`config.mk`:
```
export PLATFORM = sky130hd
export DESIGN_NAME = laplace_lut_uart_tx
export DESIGN_NICKNAME = d
export VERILOG_FILES = /design/src/rtl/laplace_lut_uart_tx.sv
export SDC_FILE = /design/constraint.sdc
export NUM_CORES = 1
export LEC_CHECK = 0
export ABC_AREA = 1
export CAP_MARGIN = 15
export CORE_MARGIN = 2
export CORE_UTILIZATION = 45
export DETAILED_ROUTE_END_ITERATION = 8
export GPL_TIMING_DRIVEN = 0
export PLACE_DENSITY = 0.65
export SYNTH_ARGS = -nofsm -noshare
export SYNTH_HDL_FRONTEND = slang
export SYNTH_SLANG_ARGS = --single-unit
```
`constraint.sdc`:
```
create_clock -name clk -period 3 [get_ports clk]
set_clock_uncertainty 0.15 [all_clocks]
set_input_delay 0.3 -clock clk [delete_from_list [all_inputs] [get_ports clk]]
set_output_delay 0.3 -clock clk [all_outputs]
set_load 0.02 [all_outputs]
```
`src/rtl/laplace_lut_uart_tx.sv`:
```
// laplace_lut_uart_tx: LUT character FIFO + 8N1 serialiser (8E1 when LUT_UART_PARITY_EN is defined)
module laplace_lut_uart_tx #(
  parameter int CLK_DIV    = 16,
  parameter int FIFO_DEPTH = 4
) (
  input  logic       clk,
  input  logic       rst_n,
  input  logic [7:0] char_in,
  input  logic       char_valid,
  input  logic       char_last,
  output logic       char_ready,
  output logic       tx,
  output logic       busy,
  output logic       done,
  output logic [4:0] fifo_level
);
  localparam int AW = FIFO_DEPTH > 1 ? $clog2(FIFO_DEPTH) : 1;
  localparam logic [2:0] S_IDLE   = 3'd0;
  localparam logic [2:0] S_START  = 3'd1;
  localparam logic [2:0] S_DATA   = 3'd2;
`ifdef LUT_UART_PARITY_EN
  localparam logic [2:0] S_PARITY = 3'd3;
`endif
  localparam logic [2:0] S_STOP   = 3'd4;
  logic [8:0]    r_mem [FIFO_DEPTH];
  logic [AW-1:0] r_wp, r_rp;
  logic [4:0]    r_level;
  logic [2:0]    r_state, w_next, r_bit;
  logic [7:0]    r_baud, r_shift;
  logic          r_last, r_done;
  logic          w_tick, w_empty, w_push, w_pop;
`ifdef LUT_UART_PARITY_EN
  logic          r_par;
`endif
  assign w_empty    = r_level == 5'd0;
  assign char_ready = r_level != 5'(FIFO_DEPTH);
  assign w_push     = char_valid && char_ready;
  assign w_tick     = r_baud == 8'(CLK_DIV - 1);
  assign w_pop      = !w_empty && (r_state == S_IDLE || (r_state == S_STOP && w_tick));
  assign fifo_level = r_level;
  assign busy       = r_state != S_IDLE || !w_empty;
  assign done       = r_done;
  // next state: each non-idle state lasts whole baud periods, STOP chains straight into START when data waits
  always_comb begin
    w_next = r_state;
    case (r_state)
      S_IDLE:   w_next = w_empty ? S_IDLE : S_START;
      S_START:  w_next = w_tick ? S_DATA : S_START;
`ifdef LUT_UART_PARITY_EN
      S_DATA:   w_next = (w_tick && r_bit == 3'd7) ? S_PARITY : S_DATA;
      S_PARITY: w_next = w_tick ? S_STOP : S_PARITY;
`else
      S_DATA:   w_next = (w_tick && r_bit == 3'd7) ? S_STOP : S_DATA;
`endif
      S_STOP:   w_next = !w_tick ? S_STOP : (w_empty ? S_IDLE : S_START);
      default:  w_next = S_IDLE;
    endcase
  end
  // line level per state; idle and stop hold the line high
  always_comb begin
`ifdef LUT_UART_PARITY_EN
    tx = r_state == S_START ? 1'b0 : r_state == S_DATA ? r_shift[0] : r_state == S_PARITY ? r_par : 1'b1;
`else
    tx = r_state == S_START ? 1'b0 : r_state == S_DATA ? r_shift[0] : 1'b1;
`endif
  end
  // FIFO storage is never reset; validity is tracked by the pointers and level
  always_ff @(posedge clk) begin
    if (w_push) r_mem[r_wp] <= {char_last, char_in};
  end
  // FIFO pointers and occupancy; a simultaneous push and pop leaves the level unchanged
  always_ff @(posedge clk or negedge rst_n) begin
    if (!rst_n) begin
      r_wp    <= '0;
      r_rp    <= '0;
      r_level <= '0;
    end else begin
      if (w_push) r_wp <= r_wp + 1'b1;
      if (w_pop) r_rp <= r_rp + 1'b1;
      r_level <= r_level + 5'(w_push) - 5'(w_pop);
    end
  end
  // serialiser: state, baud counter restarting on every bit boundary, shift register and end-of-message pulse
  always_ff @(posedge clk or negedge rst_n) begin
    if (!rst_n) begin
      r_state <= S_IDLE;
      r_baud  <= '0;
      r_bit   <= '0;
      r_shift <= '0;
      r_last  <= 1'b0;
      r_done  <= 1'b0;
`ifdef LUT_UART_PARITY_EN
      r_par   <= 1'b0;
`endif
    end else begin
      r_state <= w_next;
      r_baud  <= (w_tick || r_state == S_IDLE) ? '0 : r_baud + 1'b1;
      r_done  <= r_state == S_STOP && w_tick && r_last;
      if (w_pop) begin
        r_shift <= r_mem[r_rp][7:0];
        r_last  <= r_mem[r_rp][8];
`ifdef LUT_UART_PARITY_EN
        r_par   <= ^r_mem[r_rp][7:0];
`endif
      end else if (r_state == S_DATA && w_tick) begin
        r_shift <= r_shift >> 1;
        r_bit   <= r_bit + 1'b1;
      end
    end
  end
endmodule

```
==> run_results.csv, run 1 <==
group,metric,value,unit
floorplan,num_io_pins,21,
synth,async_flop_share,47.83,%
drt,vias,1960,
clocking,clock-sinks,69,
timing,hold_viol_final,0,
run_status,status,"finished, final reports clean",
floorplan,rows,30,
synth,synth_top_area_share,34.62,%
timing,drv_slew,0,
cells_and_area,fillers,593,
pwr,switchingPower,0.0007826,W
worst_setup_path,r2r_start,"r_baud[0]",
timing,worst_pin_slew,0.8901,ns
synth,yosysSeqAreaShare,61.06,%
pwr,intPower,0.001693,W
synth,synth.largest_area_cell,"edfxtp_1",
worst_setup_path,end_kind,"register",
synth,yosys-top-cells-count,"38 x nor2_1, 36 x edfxtp_1, 33 x dfrtp_1, 25 x inv_1, 23 x nand2_1",
drt,drtIter0Drc,100,
synth,synth_edf_count,36,
pwr,vdd_ir_drop_max,0.0003348,V
min_path,hold_depth,1,
cells_and_area,final_area,3615,um^2
worst_setup_path,crit_type,"register to register",
worst_setup_path,r2r_slack,0.25,ns
clocking,cts_max_path_buffers,2,
global_routing,grt_max_degree,34,
global_routing,grt_overflow,0,
cells_and_area,drive_above_1_share,16.94,%
clocking,cts_tree,"yes",
global_routing,antenna_found_initial,0,
global_routing,grt_pass1_vias,1974,
min_path,worst_hold_path.endpoint,"r_baud[0]",
clocking,cts_inserted_buffers,9,
pwr,leakagePower,1.522,nW
worst_setup_path,arrival,2.88,ns
timing,maxSlewHeadroom,40.44,%
pwr,swShare,31.61,%
clocking,post_cts_buffers,0,
synth,ys_seq_elements,69,
floorplan,die_area,7622,um^2
run,max_cap_violations,0,
synth,avgSynthCellArea,11.57,um^2
synth,synth.area.top_cells,"edfxtp_1 35%, dfrtp_1 26%, nand3_2 5.4%",
drt,wl_per_cell,14.37,um
synth,synthFlopType,"edfxtp_1",
drt,viasPerCell,5.065,
drt,ant_nets,0,
synth,yosysMostFrequentCell,"nor2_1",
timing,setup_viol,0,
min_path,hold_class,"register to register",
place,placed_area,3418,um^2
synth,postSynthCellCount,270,
cells_and_area,areaGrowthSynthToFinish,15.75,%
drt,drc_errors,0,
timing,fin_crit,2.752,ns
place,hpwl,3819,um
clocking,cts.htree.levels,3,
floorplan,initial_core_util,46.22,%
timing,fmax,363.4,MHz
worst_setup_path,rr_endpoint,"fifo_level[4]",
synth,syn_area,3123,um^2
place,gp_congestion,0.7243,
min_path,holdCritStartpoint,"r_baud[0]",
global_routing,grt_pass1_wl,9128,um
floorplan,chipHeight,87.31,um
floorplan,core-area,6756,um^2
synth,synth.distinct_cells,33,
drt,first_pass_iters,4,
cells_and_area,final_nets,328,
drt,wl,5560,um
pwr,p_clk_share,28.8,%
global_routing,track_usage,16.04,%
timing,rsz0062_at_grt,"false",
pwr,combPwrFrac,21.7,%
clocking,clockRootBuffer,"clkbuf_8",
synth,syn_nets,296,
timing,period_share,91.72,%
timing,finalSetupTns,0,ns
floorplan,die_w,87.31,um
worst_setup_path,path_max_fanout,8,
place,io_buffers,20,
worst_setup_path,start_kind,"register",
clocking,clk_pin_slew,0.08,ns
pwr,powerDensity,684.9,nW/um^2
cells_and_area,diodes,0,
worst_setup_path,worstPathRequired,3.13,ns
worst_setup_path,reg2reg_depth,15,
clocking,clk_latency,0.35,ns
pwr,seqPwrFrac,49.4,%
synth,yosysWarnings,0,
[area by class of cell]
type,instances,area [um^2],area share [%]
repair buffers,21,205.2,5.677
plain buffers,6,41.29,1.142
flip-flops and latches,69,1907,52.75
clock inverters,7,62.56,1.731
inverters,29,108.9,3.011
clock buffers,9,123.9,3.427
well taps,80,100.1,2.769
multi-input cells,166,1066,29.49
[cell usage in the layout, fill, tap and decap left out, types with 2 or more instances in the layout]
cell type	Yosys	final
a21oi_1	5	5
buf_2	3	4
buf_6	2	2
clkbuf_8	0	9
clkdlybuf4s50_1	0	19
clkinv_4	0	2
dfrtp_1	33	33
edfxtp_1	36	36
ha_1	13	13
inv_1	25	25
inv_2	3	3
inv_6	0	3
nand2_1	23	23
nand2_4	2	2
nand3_1	12	12
nand3_2	17	17
nor2_1	38	38
nor3_1	2	2
nor3b_1	3	3
o21ai_0	20	20
o22ai_1	10	10
xnor2_1	2	2
xor2_1	7	7
[critical path, stage by stage (launching register included)]
cell	delay [ns]
dfrtp_1	0.40
ha_1	0.24
nand3_2	0.13
nor2_4	0.06
nand2_2	0.08
nand2_4	0.09
nand2_4	0.10
inv_2	0.06
ha_1	0.27
inv_1	0.04
ha_1	0.19
fa_1	0.41
a21oi_1	0.15
nor2_1	0.05
nor2_1	0.11
xor2_1	0.14
[what timing repair did]
item	CTS	global route
hold buffers	1	0
resized for setup	0	0
endpoints found under the hold margin	33	0
[power groups by stage]
| stage | Sequential [W] | Clock (W) | Combinational (W) |
|---|---|---|---|
| after CTS | 0.00122 | 0.000730 | 0.000549 |
| after floorplan | 0.00127 | 0 | 0.000316 |
| after global placement | 0.00124 | 0 | 0.000529 |
| after detailed placement | 0.00124 | 0 | 0.000546 |
| final | 0.00122 | 0.000713 | 0.000538 |
| after global routing | 0.00124 | 0.000771 | 0.000609 |
[metrics by stage]
stage          std cells  hold slack (ns)  util (%)  worst slack (ns)  total power (W)
3_3_place_gp         370           0.3053     50.67            0.2329         0.001769
2_1_floorplan        270          -0.1456         -            0.2879         0.001588
6_report             387           0.3146     53.50            0.2485         0.002476
3_5_place_dp         370           0.2703     50.59            0.2485         0.001791
5_1_grt              387           0.3390     53.50           0.05079         0.002620
4_1_cts              387           0.3191     53.50            0.2228         0.002504
[registers in the layout (all words and copies together), names as in the netlist]
name / count
r_wp: 2
r_shift: 8
r_bit: 3
r_rp: 2
r_last: 1
fifo_level: 5
done: 1
r_baud: 8
r_mem: 36
r_state: 3
[layer usage]
metal | wire length (um) | global-route usage (%) | up-vias
li1 | - | - | 985
met1 | 2547 | 20.44 | 935
met2 | 2716 | 26.31 | 31
met3 | 189 | 3.412 | 9
met4 | 108 | 7.133 | 0
met5 | 0 | 0 | -
[how the worst max path moves through the flow]
stage                   from             to  slack [ns]
6_report           r_baud[0]  fifo_level[4]        0.25
5_1_grt            r_baud[0]  fifo_level[4]        0.05
4_1_cts            r_baud[0]  fifo_level[4]        0.22
3_5_place_dp       r_baud[0]  fifo_level[4]        0.25
3_3_place_gp       r_baud[0]  fifo_level[4]        0.23
2_1_floorplan  fifo_level[3]  fifo_level[4]        0.29
[cells by family after synthesis]
family                     share of synthesized area (%)
adders and majority gates                          5.850
buffers and inverters                              4.807
and+or+nand+nor                                    18.67
xor gates and xnor gates                           3.045
DFF                                                61.06
AOI/OAI and AO/OA                                  6.571
Power figures use the tool's default switching activity.
==> run 2, diff against run 1 <==
- CORE_ASPECT_RATIO: unset -> 1.4
- SETUP_SLACK_MARGIN: unset -> 0.05
==> run_results.csv, run 2 (synthesized netlist as in run 1, its figures left out) <==
group,metric,value,unit
run_status,status,"finished, final reports clean",
global_routing,grt_pass1_vias,2004,
cells_and_area,largest-register,"r_mem",
place,place_inst,382,
clocking,clockRootBuffer,"clkbuf_8",
cells_and_area,largestRegisters,"r_mem (36), r_baud (8), r_shift (8)",
timing,fmax,366.4,MHz
clocking,clock-sinks,69,
clocking,cts_max_path_buffers,2,
timing,maxSlewHeadroom,37.20,%
clocking,cts_tree,"yes",
global_routing,track_usage,16.23,%
clocking,clk_latency,0.34,ns
worst_setup_path,start_kind,"register",
drt,first_pass_iters,4,
floorplan,rows,35,
place,hpwl,3695,um
cells_and_area,diodes,0,
timing,worst_pin_slew,0.9385,ns
worst_setup_path,arrival,2.85,ns
floorplan,chipHeight,102.6,um
cells_and_area,regArea,1907,um^2
timing,drv_slew,0,
floorplan,initial_core_util,46.92,%
worst_setup_path,crit_top_cell,"ha_1",
cells_and_area,fillers,582,
cells_and_area,drive_above_1_share,17.26,%
cells_and_area,final_cell_mix,"38 x nor2_1, 36 x edfxtp_1, 33 x dfrtp_1",
worst_setup_path,path_max_fanout,8,
drt,drtIter0Drc,113,
cells_and_area,areaGrowthSynthToFinish,16.31,%
floorplan,die_area,7632,um^2
drt,wl_per_cell,13.51,um
floorplan,core-area,6656,um^2
place,gp_congestion,0.7949,
worst_setup_path,crit_type,"register to register",
cells_and_area,final_nets,328,
pwr,vdd_ir_drop_max,0.0004029,V
cells_and_area,final_cells,399,
drt,vias,1960,
global_routing,grt_max_degree,34,
drt,ant_nets,0,
worst_setup_path,path_cells,"ha_1, nand3_2, nor2_4, nand2_2, nand2_4, nand2_4, inv_2, ha_1, inv_1, ha_1, fa_2, a21oi_1, nor2_1, nor2_1, xor2_1",
timing,rsz0062_at_grt,"false",
drt,viasPerCell,4.912,
worst_setup_path,worstPathRequired,3.12,ns
run,max_cap_violations,0,
global_routing,antenna_found_initial,0,
clocking,clk_pin_slew,0.08,ns
timing,setup_viol,0,
timing,period_share,90.98,%
global_routing,grt_overflow,0,
floorplan,die_w,74.41,um
timing,fin_crit,2.729,ns
pwr,powerDensity,677.9,nW/um^2
clocking,post_cts_buffers,0,
worst_setup_path,path_buf_inv,2,
clocking,cts.htree.levels,3,
pwr,leakagePower,1.521,nW
min_path,hold_class,"register to register",
worst_setup_path,end_kind,"register",
floorplan,num_io_pins,21,
timing,hold_viol_final,0,
clocking,cts_inserted_buffers,9,
worst_setup_path,critPathSlowestCell,"dfrtp_1",
global_routing,grt_pass1_wl,9177,um
cells_and_area,final_common_cell,"nor2_1",
drt,drc_errors,0,
cells_and_area,largest_reg_flops,36,
drt,wl,5389,um
timing,finalSetupTns,0,ns
worst_setup_path,cp_slowest_stage_delay,0.40,ns
cells_and_area,multi_input_area,1069,um^2
place,io_buffers,20,
worst_setup_path,critical-path-top-delay-family,"adder cells",
## run 2: cell type report
cell class / instances / area share (%)
flip-flops and latches: 69 / 52.50
clock inverters: 7 / 1.722
inverters: 29 / 2.997
clock buffers: 9 / 3.410
multi-input cells: 166 / 29.42
repair buffers: 21 / 5.649
plain buffers: 6 / 1.137
well taps: 92 / 3.169
## run 2: metal layers
layer  vias up  global-route usage, %  routed length [um]
met4         0                  7.830                  76
met1       941                  19.33                2354
met3         7                  3.617                 168
met5         -                      0                   0
met2        37                  27.50                2790
li1        975                      -                   -
## run 2: power by group
group	internal, W	switching (W)	total [W]
combinational	0.000215	0.000324	0.000539
clock	0.000317	0.000384	0.000700
sequential	0.00116	0.0000622	0.00122
total	0.00169	0.000770	0.00246
## run 2: final timing paths
check,cells after the start,start,slack [ns],endpoint
max,15,r_baud[0],0.27,fifo_level[4]
min,1,r_baud[0],0.32,r_baud[0]
max reg2reg,15,r_baud[0],0.27,fifo_level[4]
min reg2reg,1,r_baud[0],0.32,r_baud[0]
max in group asynchronous,2,rst_n,1.82,r_rp[0]
min in group asynchronous,2,rst_n,0.41,r_shift[4]
## run 2: what timing repair did
action | CTS | global route
gates resized for setup | 0 | 1
setup endpoints to repair | 0 | 1
hold buffers | 1 | 0
hold endpoints to repair | 33 | 0
## run 2: worst register-to-register path: stages (launching register included)
cell and delay (ns):
dfrtp_1 0.40, ha_1 0.24, nand3_2 0.13, nor2_4 0.06, nand2_2 0.08, nand2_4 0.10, nand2_4 0.11, inv_2 0.06
ha_1 0.27, inv_1 0.04, ha_1 0.21, fa_2 0.36, a21oi_1 0.14, nor2_1 0.05, nor2_1 0.11, xor2_1 0.15
## run 2: per-stage QoR
step | power [W] | util [%] | cell area (um^2) | hold WS, ns | setup WS, ns
2_1_floorplan | 0.001588 | - | 3123 | -0.1456 | 0.2879
4_1_cts | 0.002489 | 54.53 | 3630 | 0.3254 | 0.1730
3_3_place_gp | 0.001772 | 51.65 | 3438 | 0.3073 | 0.2267
5_1_grt | 0.002608 | 54.57 | 3632 | 0.3342 | 0.07498
3_5_place_dp | 0.001789 | 51.58 | 3433 | 0.2632 | 0.1780
6_report | 0.002462 | 54.57 | 3632 | 0.3167 | 0.2707
==> run 3, diff against run 2 <==
- CORE_UTILIZATION: 45 -> 30
- PLACE_DENSITY: 0.65 -> 0.47
==> run_results.csv, run 3 (synthesized netlist as in run 1, its figures left out) <==
group,metric,value,unit
clocking,cts_max_path_buffers,2,
cells_and_area,largest_reg_flops,36,
floorplan,chipHeight,124.7,um
timing,rsz0062_at_grt,"false",
clocking,clock-sinks,69,
worst_setup_path,path_max_fanout,8,
global_routing,grt_max_degree,34,
clocking,clockRootBuffer,"clkbuf_16",
timing,whs,0.3069,ns
floorplan,die_area,11250,um^2
timing,maxSlewHeadroom,37.99,%
drt,vias,2002,
worst_setup_path,worstPathRequired,3.11,ns
timing,fmax,362.4,MHz
clocking,cts_tree,"yes",
clocking,cts_inserted_buffers,9,
place,io_buffers,20,
pwr,powerDensity,792.8,nW/um^2
global_routing,grt_overflow,0,
drt,highest_layer,"met4",
worst_setup_path,crit_end,"fifo_level[4]",
drt,dr_wl_met3,215,um
global_routing,grt_pass1_vias,2156,
run,max_cap_violations,0,
worst_setup_path,end_kind,"register",
worst_setup_path,rr_endpoint,"fifo_level[4]",
cells_and_area,diodes,0,
timing,finalSetupTns,0,ns
timing,drv_slew,0,
cells_and_area,drive_above_1_share,16.94,%
worst_setup_path,arrival,2.87,ns
cells_and_area,final_cell_mix,"38 x nor2_1, 36 x edfxtp_1, 33 x dfrtp_1",
global_routing,antenna_found_initial,0,
worst_setup_path,reg2reg_depth,15,
drt,wl_per_cell,13.82,um
cells_and_area,final_nets,328,
worst_setup_path,start_kind,"register",
cells_and_area,largest-register,"r_mem",
drt,drc_errors,0,
worst_setup_path,worstSetupStartpoint,"r_baud[0]",
drt,drt-met1-wl,2679,um
worst_setup_path,crit_type,"register to register",
place,hpwl,4142,um
clocking,post_cts_buffers,0,
place,gp_congestion,0.7239,
floorplan,initial_core_util,30.50,%
drt,viasPerCell,4.499,
drt,met2WireLength,3135,um
floorplan,die_w,90.23,um
timing,hold_viol_final,0,
drt,ant_nets,0,
floorplan,core-area,10240,um^2
min_path,hold_class,"register to register",
drt,first_pass_iters,4,
pwr,vdd_ir_drop_max,0.0003251,V
cells_and_area,areaGrowthSynthToFinish,23.84,%
timing,worst_pin_slew,0.9267,ns
drt,drtIter0Drc,80,
run_status,status,"finished, final reports clean",
pwr,leakagePower,1.607,nW
worst_setup_path,r2r_slack,0.24,ns
cells_and_area,final_common_cell,"nor2_1",
floorplan,rows,44,
drt,wl,6148,um
clocking,clk_pin_slew,0.06,ns
floorplan,num_io_pins,21,
cells_and_area,largestRegisters,"r_mem (36), r_baud (8), r_shift (8)",
global_routing,track_usage,12.16,%
timing,period_share,91.98,%
clocking,clk_latency,0.33,ns
timing,fin_crit,2.759,ns
global_routing,grt_pass1_wl,10510,um
clocking,cts.htree.levels,3,
worst_setup_path,r2r_start,"r_baud[0]",
timing,setup_viol,0,
run 3: critical path: stages (launching register included):
cell and delay, ns:
dfrtp_1 0.39, ha_1 0.24, nand3_2 0.12, nor2_4 0.06, nand2_2 0.08, nand2_4 0.10
nand2_4 0.11, inv_2 0.06, ha_1 0.26, inv_1 0.04, ha_1 0.20, fa_1 0.43
a21oi_2 0.14, nor2_1 0.05, nor2_1 0.11, xor2_1 0.15
run 3: worst min path at each step:
stage / start / cells after the start / endpoint / slack [ns]
floorplan: rst_n / 0 / done / -0.15
global placement: r_baud[0] / 1 / r_baud[0] / 0.30
detailed placement: rst_n / 1 / r_baud[5] / 0.28
CTS: r_baud[0] / 1 / r_baud[0] / 0.31
global route: r_baud[0] / 1 / r_baud[0] / 0.34
finish: r_baud[0] / 1 / r_baud[0] / 0.31
run 3: timing repair:
action,4_1_cts,5_1_grt
setup endpoints to repair,0,1
gates resized for setup,0,1
hold endpoints to repair,33,0
hold buffers,1,0
run 3: cell type report:
| class | count | area (um^2) |
|---|---|---|
| plain buffers | 6 | 41.29 |
| clock buffers | 9 | 225.2 |
| clock inverters | 7 | 137.6 |
| fillers | 1051 | 6372 |
| inverters | 29 | 108.9 |
| multi-input cells | 166 | 1070 |
| flip-flops and latches | 69 | 1907 |
| well taps | 138 | 172.7 |
| repair buffers | 21 | 205.2 |
run 3: metal layers:
layer,vias to the layer above,global-route usage (%)
met5,-,0
met4,0,5.701
met3,9,3.690
met2,33,21.14
met1,977,13.52
li1,983,-
run 3: metrics by stage:
stage | setup slack [ns] | cells | cell area [um^2] | utilization [%] | power [W]
4_1_cts | 0.1878 | 445 | 3864 | 37.73 | 0.003108
5_1_grt | 0.06022 | 445 | 3867 | 37.77 | 0.003233
3_5_place_dp | 0.2049 | 428 | 3491 | 34.09 | 0.001804
6_report | 0.2405 | 445 | 3867 | 37.77 | 0.003066
3_3_place_gp | 0.2192 | 428 | 3496 | 34.14 | 0.001786
2_1_floorplan | 0.2879 | 270 | 3123 | - | 0.001588
run 3: power breakdown:
group,switching (W),leakage [nW],internal [W]
registers,0.0000655,0.744,0.00116
logic,0.000329,0.686,0.000220
clock network,0.000396,0.177,0.000893
total,0.000791,1.61,0.00227
